==> src/rtl/msg_display_driver_if.sv <==
// Message bus between the maintenance FSM and the 3-digit display driver.
// The FSM side supplies the message; the driver side returns display drive and status.
interface msg_display_driver_if;
  logic [7:0] msj_in;
  logic [6:0] seg;
  logic [2:0] an;
  logic       busy;
  logic       alarm;

  modport master (output msj_in, input seg, an, busy, alarm);
  modport slave  (input msj_in, output seg, an, busy, alarm);
endinterface

==> src/rtl/msg_display_driver.sv <==
// Sequential binary-to-BCD conversion of the FSM message, shown on a multiplexed
// common-anode 3-digit display; the alarm code is shown as a blinking "Err".
module msg_display_driver #(
  parameter int         REFRESH_DIV = 50000,
  parameter int         BLINK_DIV   = 25000000,
  parameter logic [7:0] ALARM_CODE  = 8'hFF
) (
  input logic clk,
  input logic rst,
  msg_display_driver_if.slave bus
);

  localparam int RW = $clog2(REFRESH_DIV);
  localparam int BW = $clog2(BLINK_DIV);

  localparam logic [6:0] SEG_BLANK = 7'b1111111;
  localparam logic [6:0] SEG_E     = 7'b0000110;
  localparam logic [6:0] SEG_R     = 7'b0101111;

  typedef enum logic [1:0] {IDLE, SHIFT, DONE} state_t;

  state_t      state;
  logic [7:0]  last_val;
  logic [7:0]  bin_shadow;
  logic [11:0] bcd_shift;
  logic [2:0]  iter;
  logic [3:0]  disp_h, disp_t, disp_u;
  logic        busy_q, alarm_q;

  logic [RW-1:0] refresh_cnt;
  logic [1:0]    scan_idx;
  logic [BW-1:0] blink_cnt;
  logic          blink_on;
  logic [6:0]    seg_q, seg_next;
  logic [2:0]    an_q, an_next;

  // One double-dabble step: correct nibbles >= 5, then shift in the next binary bit.
  function automatic logic [11:0] dabble(input logic [11:0] b, input logic bit_in);
    logic [11:0] a;
    a = b;
    for (int i = 0; i < 3; i++) begin
      if (a[i*4 +: 4] >= 4'd5) a[i*4 +: 4] = a[i*4 +: 4] + 4'd3;
    end
    return {a[10:0], bit_in};
  endfunction

  function automatic logic [6:0] digit_code(input logic [3:0] d);
    case (d)
      4'd0:    digit_code = 7'b1000000;
      4'd1:    digit_code = 7'b1111001;
      4'd2:    digit_code = 7'b0100100;
      4'd3:    digit_code = 7'b0110000;
      4'd4:    digit_code = 7'b0011001;
      4'd5:    digit_code = 7'b0010010;
      4'd6:    digit_code = 7'b0000010;
      4'd7:    digit_code = 7'b1111000;
      4'd8:    digit_code = 7'b0000000;
      4'd9:    digit_code = 7'b0010000;
      default: digit_code = SEG_BLANK;
    endcase
  endfunction

  always_ff @(posedge clk or posedge rst) begin
    if (rst) begin
      state      <= IDLE;
      last_val   <= 8'd0;
      bin_shadow <= 8'd0;
      bcd_shift  <= 12'd0;
      iter       <= 3'd0;
      disp_h     <= 4'd0;
      disp_t     <= 4'd0;
      disp_u     <= 4'd0;
      busy_q     <= 1'b0;
      alarm_q    <= 1'b0;
    end else begin
      case (state)
        IDLE: begin
          if (bus.msj_in != last_val) begin
            last_val   <= bus.msj_in;
            bin_shadow <= bus.msj_in;
            bcd_shift  <= 12'd0;
            iter       <= 3'd0;
            busy_q     <= 1'b1;
            state      <= SHIFT;
          end
        end
        SHIFT: begin
          bcd_shift  <= dabble(bcd_shift, bin_shadow[7]);
          bin_shadow <= {bin_shadow[6:0], 1'b0};
          iter       <= iter + 3'd1;
          if (iter == 3'd7) state <= DONE;
        end
        DONE: begin
          disp_h  <= bcd_shift[11:8];
          disp_t  <= bcd_shift[7:4];
          disp_u  <= bcd_shift[3:0];
          alarm_q <= (last_val == ALARM_CODE);
          busy_q  <= 1'b0;
          state   <= IDLE;
        end
        default: state <= IDLE;
      endcase
    end
  end

  // Leading-zero blanking in normal mode; fixed "Err" glyphs in alarm mode.
  always_comb begin
    seg_next = SEG_BLANK;
    an_next  = 3'b111;
    case (scan_idx)
      2'd0: begin
        an_next  = 3'b110;
        seg_next = alarm_q ? SEG_R : digit_code(disp_u);
      end
      2'd1: begin
        an_next  = 3'b101;
        if (alarm_q)                              seg_next = SEG_R;
        else if (disp_h == 4'd0 && disp_t == 4'd0) seg_next = SEG_BLANK;
        else                                      seg_next = digit_code(disp_t);
      end
      2'd2: begin
        an_next  = 3'b011;
        if (alarm_q)             seg_next = SEG_E;
        else if (disp_h == 4'd0) seg_next = SEG_BLANK;
        else                     seg_next = digit_code(disp_h);
      end
      default: ;
    endcase
    if (alarm_q && !blink_on) an_next = 3'b111;
  end

  // Scan and blink timing; the blink counter idles in the ON phase outside alarm.
  always_ff @(posedge clk or posedge rst) begin
    if (rst) begin
      refresh_cnt <= '0;
      scan_idx    <= 2'd0;
      blink_cnt   <= '0;
      blink_on    <= 1'b1;
      seg_q       <= 7'b1000000;
      an_q        <= 3'b110;
    end else begin
      if (refresh_cnt == RW'(REFRESH_DIV - 1)) begin
        refresh_cnt <= '0;
        scan_idx    <= (scan_idx == 2'd2) ? 2'd0 : scan_idx + 2'd1;
      end else begin
        refresh_cnt <= refresh_cnt + 1'b1;
      end

      if (!alarm_q) begin
        blink_cnt <= '0;
        blink_on  <= 1'b1;
      end else if (blink_cnt == BW'(BLINK_DIV - 1)) begin
        blink_cnt <= '0;
        blink_on  <= ~blink_on;
      end else begin
        blink_cnt <= blink_cnt + 1'b1;
      end

      seg_q <= seg_next;
      an_q  <= an_next;
    end
  end

  assign bus.seg   = seg_q;
  assign bus.an    = an_q;
  assign bus.busy  = busy_q;
  assign bus.alarm = alarm_q;

endmodule

==> src/flat_wrapper.sv <==
// flat-port wrapper written by rule: the top's interface ports become plain ports
module msg_display_driver_flat 
#(
  parameter int         REFRESH_DIV = 50000,
  parameter int         BLINK_DIV   = 25000000,
  parameter logic [7:0] ALARM_CODE  = 8'hFF
)
  (clk, rst, bus_msj_in, bus_seg, bus_an, bus_busy, bus_alarm);
  msg_display_driver_if bus_i ();
  input logic clk;
  input logic rst;
  input wire logic [$bits(bus_i.msj_in)-1:0] bus_msj_in;
  output wire logic [$bits(bus_i.seg)-1:0] bus_seg;
  output wire logic [$bits(bus_i.an)-1:0] bus_an;
  output wire logic [$bits(bus_i.busy)-1:0] bus_busy;
  output wire logic [$bits(bus_i.alarm)-1:0] bus_alarm;
  assign bus_i.msj_in = bus_msj_in;
  assign bus_seg = bus_i.seg;
  assign bus_an = bus_i.an;
  assign bus_busy = bus_i.busy;
  assign bus_alarm = bus_i.alarm;
  msg_display_driver #(.REFRESH_DIV(REFRESH_DIV), .BLINK_DIV(BLINK_DIV), .ALARM_CODE(ALARM_CODE)) u_core (.clk(clk), .rst(rst), .bus(bus_i));
endmodule
==> config.mk <==
export PLATFORM = sky130hd
export DESIGN_NAME = msg_display_driver_flat
export DESIGN_NICKNAME = d
export VERILOG_FILES = /design/src/rtl/msg_display_driver_if.sv /design/src/rtl/msg_display_driver.sv /design/src/flat_wrapper.sv
export SDC_FILE = /design/constraint.sdc
export NUM_CORES = 1
export LEC_CHECK = 0
export ABC_AREA = 1
export BUFFER_PORTS_ARGS = -buffer_cell sky130_fd_sc_hd__buf_4
export CAP_MARGIN = 25
export CORE_AREA = 2 2 136 85
export CTS_BUF_LIST = sky130_fd_sc_hd__clkbuf_4 sky130_fd_sc_hd__clkbuf_8 sky130_fd_sc_hd__clkbuf_16
export CTS_CLUSTER_DIAMETER = 200
export DETAILED_ROUTE_END_ITERATION = 16
export DIE_AREA = 0 0 138 87
export GPL_ROUTABILITY_DRIVEN = 0
export PLACE_DENSITY_LB_ADDON = 0.3
export SYNTH_ARGS = -nofsm -noshare
export SYNTH_HDL_FRONTEND = slang
export SYNTH_SLANG_ARGS = --single-unit
==> constraint.sdc <==
create_clock -name clk -period 6.7 [get_ports clk]
set_input_delay 1.34 -clock clk [delete_from_list [all_inputs] [get_ports clk]]
set_output_delay 1.34 -clock clk [all_outputs]
set_load 0.01 [all_outputs]
==> metrics.yaml, run 1 <==
outcome:
  status: "finished, final reports clean"
synth:
  synth_area_um2: 5680
  yosysTopAreaCellShare_pct: 42.73
  yosys_warnings: 0
  synth_nets: 783
  synth_cell_type_count: 35
  yosysTopAreaCell: "dfrtp_1"
  synth.avg_cell_area_um2: 7.604
  synth_cells: 747
  synth_seq_area_share_pct: 44.58
  ys_top_cells_by_area: "dfrtp_1 (43%), nand2_1 (13%), nor2_1 (6.0%)"
  synth_seq_cells: 101
setup_path:
  endpoint_kind: "register"
  cp-start-kind: "input port"
  cp.required_ns: 6.94
  path_max_fanout: 41
  arrival_ns: 2.94
  critical_path_class: "input port to register"
pwr:
  p_leak_uw: 0.003003
  ir_drop_mv: 0.1943
  power_density_nw_per_um2: 357.0
floorplan:
  fp.coreArea_um2: 10890
  ios: 22
  start_util_pct: 52.18
  die_area_um2: 12010
  dieHeight_um: 87
  row_count: 30
  die_w_um: 138
detailed_routing:
  via_per_inst: 5.228
  dr.pass1.iters: 6
  ant_nets: 0
  drc: 0
  routedWlPerCell_um: 13.18
  num_vias: 4768
  drtIter0Drc: 590
  drt-total-wl_um: 12020
cts:
  cts-root-buf: "clkbuf_16"
  hold_buffers: 0
  clkTransAtPathRegs_ns: 0.07
  post_cts_buffers: 0
  cts_resized: 0
  clk_path_buf_depth: 2
  numCtsBuffers: 9
  cts_sinks: 101
  clk_latency_ns: 0.35
  tritoncts: "done"
  cts_max_level: 3
place:
  port_buffers: 21
  detailed_place_hpwl_um: 8657
  place_area_um2: 5933
  placed_cells: 896
timing:
  tightestPinTransition_ns: 0.9449
  setup_viol: 0
  relSlewSlack_pct: 36.94
  hold_viol_final: 0
  slew_violations: 0
  final.period_utilization_pct: 40.24
  fmax_ghz: 0.3709
  rsz0062_at_grt: "false"
  period_minus_slack_ns: 2.696
  setup_tns_ns: 0
  skew_ns: 0.009576
finish:
  fin_cells: 912
  final_cell_area_um2: 6238
  area_growth_pct: 9.824
  drive_gt1_share_pct: 8.984
  n_antenna_cell: 0
  final_nets: 799
global_routing:
  grt_first_pass_wirelength_um: 21020
  antenna_found_initial: 0
  grt_pass1_vias: 4423
  grt_start_max_net_pins: 68
  grtUsageTotal_pct: 21.52
  grt_overflow_total: 0
hold_path:
  hp-class: "register to register"
run:
  drv_cap: 0
[metal layers]
layer | GRT usage, % | wire length, µm
met4 | 5.473 | 140
met3 | 4.783 | 624
met5 | 0 | 0
met1 | 33.02 | 6289
met2 | 30.74 | 4962
[cell usage after synthesis, drive strengths merged]
| master | instances |
|---|---|
| nand2 | 200 |
| nor2 | 100 |
| dfrtp | 97 |
| inv | 91 |
| o21ai | 68 |
| nand3 | 65 |
| ha | 26 |
| a21oi | 21 |
| xor2 | 16 |
| nand4 | 12 |
| buf | 11 |
| nor3 | 10 |
| clkbuf | 6 |
| xnor2 | 6 |
| dfstp | 4 |
| o211ai | 3 |
| or2 | 3 |
| nor4 | 2 |
| a22oi | 1 |
| a31oi | 1 |
| and3 | 1 |
| nor3b | 1 |
| o21bai | 1 |
| o31ai | 1 |
[through the flow]
stage / hold slack (ns) / worst slack (ns) / power, µW / utilization (%)
after floorplan: 0.4328 / 2.719 / 1484 / -
after global placement: 0.4468 / 3.721 / 1647 / 54.51
after detailed placement: 0.4727 / 3.638 / 1689 / 54.51
after CTS: 0.4817 / 4.024 / 2229 / 57.31
after global routing: 0.5121 / 3.788 / 2420 / 57.31
final: 0.4847 / 4.004 / 2227 / 57.31
[logic make-up after synthesis]
| group | count (synthesis) | synth area share, % |
|---|---|---|
| and+or+nand+nor | 394 | 29.87 |
| buffers and inverters | 108 | 7.687 |
| DFF | 101 | 44.58 |
| AOI/OAI and AO/OA | 96 | 8.745 |
| adders and majority gates | 26 | 5.727 |
| xor gates and xnor gates | 22 | 3.392 |
[worst paths after layout]
path                                        from                    end  slack [ns]  cells past startpoint
max reg2reg                      u_core.state[1]   u_core.bin_shadow[7]        4.27                      5
min                        u_core.refresh_cnt[0]  u_core.refresh_cnt[0]        0.48                      1
max                                bus_msj_in[5]   u_core.bin_shadow[7]        4.00                     11
min in group asynchronous                    rst     u_core.last_val[5]        1.00                      2
min reg2reg                u_core.refresh_cnt[0]  u_core.refresh_cnt[0]        0.48                      1
max in group asynchronous                    rst   u_core.blink_cnt[23]        4.51                      3
[final cells by class]
type / instances / area [µm²]
clock buffers: 9 / 225.2
multi-input cells: 538 / 2711
well taps: 144 / 180.2
clock inverters: 7 / 80.08
fillers: 989 / 4647
flip-flops and latches: 101 / 2532
inverters: 91 / 344.1
repair buffers: 22 / 165.2
[state kept, by name (all words and copies together), names as in the netlist]
name and count:
u_core.blink_on 1, u_core.bus.alarm 1, u_core.disp_h 4, u_core.bin_shadow 8, u_core.blink_cnt 25, u_core.disp_u 4
u_core.state 2, u_core.bcd_shift 12, u_core.bus.an 3, u_core.last_val 8, u_core.iter 3, u_core.scan_idx 2
u_core.refresh_cnt 16, u_core.bus.busy 1, u_core.bus.seg 7, u_core.disp_t 4
[power by group]
part	internal (µW)	total (µW)	switching, µW
registers	761	901	139
logic	290	791	500
clock network	294	536	241
total	1350	2230	881
[placed cells by master, fill, tap and decap left out, types with 2 or more instances in the layout]
cell type and instances:
inv_2 3, clkbuf_16 9, nand4_1 12, nor3_1 9, inv_6 3, nor2_4 3, nor2_1 91, inv_1 87
nand3_1 64, a21oi_1 21, clkinvlp_4 2, dfstp_2 4, nor4_1 2, o211ai_1 3, buf_4 22, xor2_1 16
ha_1 26, dfrtp_1 97, o21ai_0 67, nand2_2 8, xnor2_1 6, nor2_2 6, nand2_1 191, or2_2 3
[critical path, cell delays in order]
cell and delay (ns):
buf_4 0.11, inv_1 0.07, nand2_1 0.05, nand2_1 0.06, nand2_1 0.05, nor2_1 0.10
nand2_1 0.09, nand2_2 0.52, nand2_1 0.32, nand2_1 0.16, nand2_1 0.06
(Power assumes the default switching activity.)
==> run 2, diff against run 1 <==
Clock period 6.7 ns to 2.5 ns, I/O delays scaled along.
==> metrics.yaml, run 2 (synthesis gave the netlist of run 1 again) <==
pwr:
  power_density_nw_per_um2: 939.5  # +160%
  ir_drop_mv: 0.5760  # +200%
  p_leak_uw: 0.003027  # +0.79%
finish:
  area_growth_pct: 10.24
  fin_cells: 917  # +0.55%
  final_common_cell: "nand2_1"
  n_antenna_cell: 0  # unchanged
  largest-register: "u_core.blink_cnt"
  final_core_util_pct: 57.53  # +0.22 points
  final_cell_mix: "nand2_1 (191), dfrtp_1 (97), nor2_1 (91)"
  top_regs: "u_core.blink_cnt x25, u_core.refresh_cnt x16, u_core.bcd_shift x12"
  final_nets: 804  # +0.63%
  drive_gt1_share_pct: 9.573  # +0.59 points
  largest_reg_flops: 25  # unchanged
place:
  placed_cells: 901  # +0.56%
  detailed_place_hpwl_um: 8844  # +2.2%
  port_buffers: 21  # unchanged
detailed_routing:
  num_vias: 4821  # +1.1%
  dr.pass1.iters: 5  # -1
  via_per_inst: 5.257  # +0.56%
  drt-total-wl_um: 12040  # +0.16%
  routedWlPerCell_um: 13.12  # -0.39%
  ant_nets: 0  # unchanged
  drtIter0Drc: 469  # -21%
  drc: 0  # unchanged
global_routing:
  grt_pass1_vias: 4416  # -0.16%
  grt_start_max_net_pins: 57  # -16%
  grt_first_pass_wirelength_um: 20580  # -2.1%
  grtUsageTotal_pct: 20.98  # -0.54 points
  antenna_found_initial: 0  # unchanged
  grt_overflow_total: 0  # unchanged
timing:
  hold_viol_final: 0  # unchanged
  fmax_ghz: 0.5739
  setup_viol: 0  # unchanged
  relSlewSlack_pct: 49.89  # +13 points
  rsz0062_at_grt: "false"
  skew_ns: 0.01201  # +0.002436 ns
  setup_tns_ns: 0  # unchanged
  tightestPinTransition_ns: 0.7498  # -0.1951 ns
  period_minus_slack_ns: 1.742
  final.period_utilization_pct: 69.69
  hold_ws_ns: 0.1920  # -0.2927 ns
  slew_violations: 0  # unchanged
outcome:
  status: "finished, final reports clean"
cts:
  cts_max_level: 3  # unchanged
  clk_path_buf_depth: 2  # unchanged
  cts_resized: 0  # unchanged
  hold_buffers: 0  # unchanged
  clkTransAtPathRegs_ns: 0.07  # about the same
  tritoncts: "done"
  cts_sinks: 101  # unchanged
  numCtsBuffers: 9  # unchanged
  post_cts_buffers: 0  # unchanged
  clk_latency_ns: 0.34  # about the same
  cts-root-buf: "clkbuf_16"
hold_path:
  hp-class: "input port to asynchronous set/reset pin"
floorplan:
  row_count: 30  # unchanged
  die_w_um: 138  # unchanged
  dieHeight_um: 87  # unchanged
  die_area_um2: 12010  # unchanged
  ios: 22  # unchanged
  fp.coreArea_um2: 10890  # unchanged
  start_util_pct: 52.18  # unchanged
setup_path:
  critical_path_class: "register to register"
  path_cells: "inv_2, nand2_1, a21oi_1, nand2_1, o21ai_0, a21oi_1"
  arrival_ns: 1.94  # -1.00 ns
  cp-start-kind: "register"
  cp.required_ns: 2.70  # -4.24 ns
  slowest_stage: "dfrtp_1"
  slowest_delay_ns: 0.48  # -0.04 ns
  path_max_fanout: 27  # -34%
  endpoint_kind: "register"
run:
  drv_cap: 0  # unchanged
[run 2: per-stage QoR]
step	setup slack [ns]	instance area, µm²	total power, µW
finish	0.7576	6262	5883
detailed placement	0.7261	5984	4565
CTS	0.7946	6262	5900
global placement	0.8043	5984	4464
global route	0.5711	6262	6402
floorplan	0.7997	5684	3977
[run 2: area by class of cell]
type	instances	area (µm²)
clock buffers	12	254.0
clock inverters	4	23.77
fillers	968	4623
inverters	91	345.3
multi-input cells	538	2711
flip-flops and latches	101	2532
well taps	144	180.2
repair buffers	27	215.2
[run 2: worst paths after layout]
path / startpoint / endpoint / slack [ns] / cells after the start
setup reg to reg: u_core.bus.alarm / u_core.bus.seg[1] / 0.76 / 6
hold reg to reg: u_core.refresh_cnt[0] / u_core.refresh_cnt[0] / 0.46 / 1
hold / removal: rst / u_core.blink_cnt[11] / 0.19 / 2
min in group clk: bus_msj_in[0] / u_core.last_val[0] / 0.45 / 3
max in group asynchronous: rst / u_core.refresh_cnt[3] / 1.62 / 3
setup / recovery: u_core.bus.alarm / u_core.bus.seg[1] / 0.76 / 6
[run 2: report_power, final]
| part | switching [µW] | internal (µW) |
|---|---|---|
| clock | 586 | 722 |
| sequential | 381 | 2040 |
| combinational | 1340 | 815 |
[run 2: critical path: cells and delay by family (launching register included)]
family | cells | cell delay, ns
flops | 1 | 0.48
simple gates | 2 | 0.27
buf+inv | 1 | 0.39
compound gates | 3 | 0.44
[run 2: metal layers]
| metal | global-route usage, % | wire [µm] |
|---|---|---|
| met1 | 31.03 | 6142 |
| met2 | 31.14 | 5082 |
| met3 | 5.223 | 691 |
| met4 | 5.009 | 119 |
| met5 | 0 | 0 |
